`src/rtl/peripheral_arbiter_wb.sv`:
```
// peripheral_arbiter_wb: round-robin Wishbone B3 arbiter sharing one slave among NUM_MASTERS masters.
// Optional stalled-transfer timeout: define PERIPHERAL_ARBITER_WB_TIMEOUT_EN.
module peripheral_arbiter_wb #(
    parameter int NUM_MASTERS = 2,
    parameter int DW          = 32,
    parameter int AW          = 32,
    parameter int TIMEOUT     = 255
) (
    input  logic                     wb_clk_i,
    input  logic                     wb_rst_i,
    input  logic [NUM_MASTERS*AW-1:0] wbm_adr_i,
    input  logic [NUM_MASTERS*DW-1:0] wbm_dat_i,
    input  logic [NUM_MASTERS*4-1:0]  wbm_sel_i,
    input  logic [NUM_MASTERS-1:0]    wbm_we_i,
    input  logic [NUM_MASTERS*3-1:0]  wbm_cti_i,
    input  logic [NUM_MASTERS*2-1:0]  wbm_bte_i,
    input  logic [NUM_MASTERS-1:0]    wbm_cyc_i,
    input  logic [NUM_MASTERS-1:0]    wbm_stb_i,
    output logic [NUM_MASTERS-1:0]    wbm_ack_o,
    output logic [NUM_MASTERS-1:0]    wbm_err_o,
    output logic [NUM_MASTERS*DW-1:0] wbm_dat_o,
    output logic [AW-1:0]             wbs_adr_o,
    output logic [DW-1:0]             wbs_dat_o,
    output logic [3:0]                wbs_sel_o,
    output logic                      wbs_we_o,
    output logic [2:0]                wbs_cti_o,
    output logic [1:0]                wbs_bte_o,
    output logic                      wbs_cyc_o,
    output logic                      wbs_stb_o,
    input  logic                      wbs_ack_i,
    input  logic                      wbs_err_i,
    input  logic [DW-1:0]             wbs_dat_i
);
    localparam int IW = $clog2(NUM_MASTERS);

    logic          r_gnt_vld;
    logic [IW-1:0] r_gnt_idx;
    logic [IW-1:0] r_last_idx;
    logic [IW-1:0] w_win;
    logic          w_any;
    logic          w_rel;
    logic          w_tmo;
    logic          w_g;

    assign w_any = |wbm_cyc_i;
    assign w_g   = r_gnt_vld & ~wb_rst_i;
    assign w_rel = ~wbm_cyc_i[r_gnt_idx] | w_tmo;

    // First requester after last_idx; scanning downward lets the nearest one win
    always_comb begin
        w_win = r_last_idx;
        for (int k = NUM_MASTERS; k >= 1; k--)
            if (wbm_cyc_i[IW'((int'(r_last_idx) + k) % NUM_MASTERS)])
                w_win = IW'((int'(r_last_idx) + k) % NUM_MASTERS);
    end

    // Grant state: hold while the granted cyc is high, re-arbitrate on release
    always_ff @(posedge wb_clk_i or posedge wb_rst_i) begin
        if (wb_rst_i) begin
            r_gnt_vld  <= 1'b0;
            r_gnt_idx  <= '0;
            r_last_idx <= IW'(NUM_MASTERS - 1);
        end else if (!r_gnt_vld || w_rel) begin
            r_gnt_vld <= w_any;
            if (w_any) begin
                r_gnt_idx  <= w_win;
                r_last_idx <= w_win;
            end
        end
    end

`ifdef PERIPHERAL_ARBITER_WB_TIMEOUT_EN
    localparam int CW = $clog2(TIMEOUT + 1);

    logic [CW-1:0] r_tmo;

    assign w_tmo = r_gnt_vld && (r_tmo == CW'(TIMEOUT));

    // Count cycles the granted strobe waits without a slave response
    always_ff @(posedge wb_clk_i or posedge wb_rst_i) begin
        if (wb_rst_i)
            r_tmo <= '0;
        else if (!r_gnt_vld || w_rel || wbs_ack_i || wbs_err_i)
            r_tmo <= '0;
        else if (wbs_stb_o)
            r_tmo <= r_tmo + 1'b1;
    end
`else
    assign w_tmo = (TIMEOUT < 0);
`endif

    // Mux the granted master onto the slave and route responses back to it
    always_comb begin
        wbs_adr_o = w_g ? wbm_adr_i[int'(r_gnt_idx)*AW +: AW] : '0;
        wbs_dat_o = w_g ? wbm_dat_i[int'(r_gnt_idx)*DW +: DW] : '0;
        wbs_sel_o = w_g ? wbm_sel_i[int'(r_gnt_idx)*4 +: 4] : '0;
        wbs_cti_o = w_g ? wbm_cti_i[int'(r_gnt_idx)*3 +: 3] : '0;
        wbs_bte_o = w_g ? wbm_bte_i[int'(r_gnt_idx)*2 +: 2] : '0;
        wbs_we_o  = w_g & wbm_we_i[r_gnt_idx];
        wbs_cyc_o = w_g & wbm_cyc_i[r_gnt_idx] & ~w_tmo;
        wbs_stb_o = w_g & wbm_stb_i[r_gnt_idx] & ~w_tmo;
        wbm_dat_o = wb_rst_i ? '0 : {NUM_MASTERS{wbs_dat_i}};
        wbm_ack_o = '0;
        wbm_err_o = '0;
        if (w_g) begin
            wbm_ack_o[r_gnt_idx] = wbs_ack_i;
            wbm_err_o[r_gnt_idx] = wbs_err_i | w_tmo;
        end
    end
endmodule

```
`config.mk`:
```
export PLATFORM = sky130hd
export DESIGN_NAME = peripheral_arbiter_wb
export DESIGN_NICKNAME = d
export VERILOG_FILES = /design/src/rtl/peripheral_arbiter_wb.sv
export SDC_FILE = /design/constraint.sdc
export NUM_CORES = 1
export LEC_CHECK = 0
export CAP_MARGIN = 20
export CORE_AREA = 5 5 127 129
export CTS_CLUSTER_SIZE = 25
export DETAILED_ROUTE_END_ITERATION = 16
export DIE_AREA = 0 0 132 134
export PLACE_DENSITY = 0.61
export SLEW_MARGIN = 20
export SYNTH_ARGS = -nofsm -noshare
export SYNTH_HDL_FRONTEND = slang
export SYNTH_SLANG_ARGS = --single-unit
```
`constraint.sdc`:
```
create_clock -name wb_clk_i -period 2.8 [get_ports wb_clk_i]
set_input_delay 0.28 -clock wb_clk_i [delete_from_list [all_inputs] [get_ports wb_clk_i]]
set_output_delay 0.28 -clock wb_clk_i [all_outputs]
set_load 0.02 [all_outputs]
```
==> reports/results.ini <==
[outcome]
status=complete, no violations

[placed_design]
routabilityCongestion=0.877
port_buffers=331
post-dp-hpwl_um=9620
place_area_sq_um=5060
dp.cells=727
pre_cts_ws_ns=0.407

[sta]
finalCritPeriodShare=0.852
finalMaxSlewViolations=0
period_needed_ns=2.39
setup_viol=0
worst_pin_slew_ns=0.466
finalWorstSetupSlack_ns=0.414
final-hold-violation-count=0
rsz0062_at_grt=false
whs_ns=0.292
max-slew-margin-rel=0.689
finClkSkew_ns=0.00103
max_freq_mhz=419
fin_tns_setup_ns=0

[die]
die_y_um=134
start_util=0.125
rows=45
num_io_pins=332
die_area_sq_um=17700
core_sq_um=14900
die_w_um=132

[synthesis]
synthArstFlopShare=1.00
synth-main-ff-cell=dfrtp_1
synthTopCellsByCount=nor2_1, mux2i_1, buf_4
synth.most_common_cell=nor2_1
synth.avg_cell_area_sq_um=7.29
syn_nets=443
synth_area_sq_um=1860
synth.yosys.warnings=0
ys_seq_elements=3
synth_area_leaders=mux2i_1, nor2_1, buf_4
synth_edf_count=0
seq_area_frac_synth=0.0411
yosysTopAreaCell=mux2i_1
synth_cells=255
synth_cell_types=22
synth_top_area_frac=0.409

[clock_tree]
clock_path_buffers=2
cts_resized=0
clock_tree.root_cell=clkbuf_16
cts_max_level=1
cts_tree=yes
clk_pin_slew_ns=0.03
clock-sinks=3
hold_buffers=0
clk_latency_ns=0.23
numCtsBuffers=3
cts_setup_buffers=0

[detailed_routing]
vias=2860
ant_nets=0
wirelength_um=10900
drtIter0Drc=41
via_per_inst=3.91
wl_per_cell_um=14.9
drc=0
firstDrtPassIters=4

[setup_path]
ff2ff_setup_slack_ns=1.30
cp.arrival_ns=2.11
setup.worst_path.end_class=output pin
worstSetupPathType=in2out
crit_path_max_fanout=44
worstPathRequired_ns=2.52
start_kind=input pin

[global_routing]
grt_pass1_wl_um=15800
grt-busiest-layer=met2
grt_antenna_before_repair=0
grtUsageTotal=0.110
grt_use_met2=0.214
overflow=0
grt_use_met3=0.0446
grt_pass1_vias=3052
use_met1=0.102
grt_max_degree=45

[cells_and_area]
fin_nets=732
multiInputGateArea_sq_um=1360
final_cell_area_sq_um=5140
seq_area_sq_um=80.1
final_cells=731
drive_gt1_frac=0.0239
syn2layout_area_growth_pct=176
fillers=1523
utilization=0.344
antenna_cells=0

[flow_run]
max-cap-violations=0

[power_and_ir_drop]
power_frac_comb=0.837
power_frac_seq=0.060
leakagePower_nw=2.04
cellPowerDensity_nw_per_um2=430
fin_total_pwr_mw=2.21
p_sw_frac=0.429
switchingPower_mw=0.948
clkPwrFrac=0.104
ir_drop_mv=0.290
internal_power_mw=1.26

[hold_path]
hp-class=in2async

-- final timing paths --
kind	startpoint	end	cells past startpoint
hold / removal	wb_rst_i	r_gnt_idx$_DFFE_PP0P_	2
setup / recovery	wb_rst_i	wbm_err_o[0]	6
max in group asynchronous	wb_rst_i	r_last_idx$_DFFE_PP1P_	2
min in group wb_clk_i	r_last_idx$_DFFE_PP1P_	r_last_idx$_DFFE_PP1P_	1
setup reg to reg	r_gnt_idx$_DFFE_PP0P_	r_last_idx$_DFFE_PP1P_	4
hold reg to reg	r_last_idx$_DFFE_PP1P_	r_last_idx$_DFFE_PP1P_	1
-- power groups by stage --
stage | combinational (mW) | clock (mW) | sequential (mW)
after CTS | 1.88 | 0.233 | 0.134
final | 1.85 | 0.229 | 0.132
after floorplan | 1.19 | 0 | 0.0751
after global routing | 1.96 | 0.237 | 0.138
after detailed placement | 1.87 | 0 | 0.136
after global placement | 1.85 | 0 | 0.133
-- state kept, by name, indices dropped and copies added (netlist names) --
name        flops
r_gnt_idx       1
r_gnt_vld       1
r_last_idx      1
-- cell families after synthesis --
| kind of cell | share of synthesized area |
|---|---|
| DFF | 0.0411 |
| xor gates and xnor gates | 0.00471 |
| and+or+nand+nor | 0.308 |
| buffers and inverters | 0.225 |
| AOI/OAI and AO/OA | 0.0121 |
| muxes | 0.409 |
-- placed cells by master, fill, tap and decap left out, types with 2 or more instances in the layout --
master / instances
and2b_1: 14
buf_12: 2
buf_4: 3
clkbuf_16: 3
clkdlybuf4s50_1: 331
mux2i_1: 76
nand2b_1: 2
nor2_1: 77
nor2b_1: 18
nor3b_1: 3
-- layout make-up --
type                       count  share of cell area
clock buffer                   4              0.0153
inverter                       1            0.000731
multi-input combinational    199               0.265
sequential                     3              0.0156
tap                          188              0.0458
timing repair buffer         336               0.657
-- worst max-delay path, cell delays in order --
cell             delay (ns)
clkdlybuf4s50_1        0.44
inv_2                  0.13
nand2_2                0.07
buf_4                  0.26
nor3b_1                0.26
clkdlybuf4s50_1        0.64
-- routing by layer --
layer  routed length (um)  up-vias
li1                     -     1388
met4                  289        0
met1                 3600     1241
met3                 1320       19
met2                 5710      212
met5                    0        -
No activity file was read; power rests on OpenSTA's default activity.
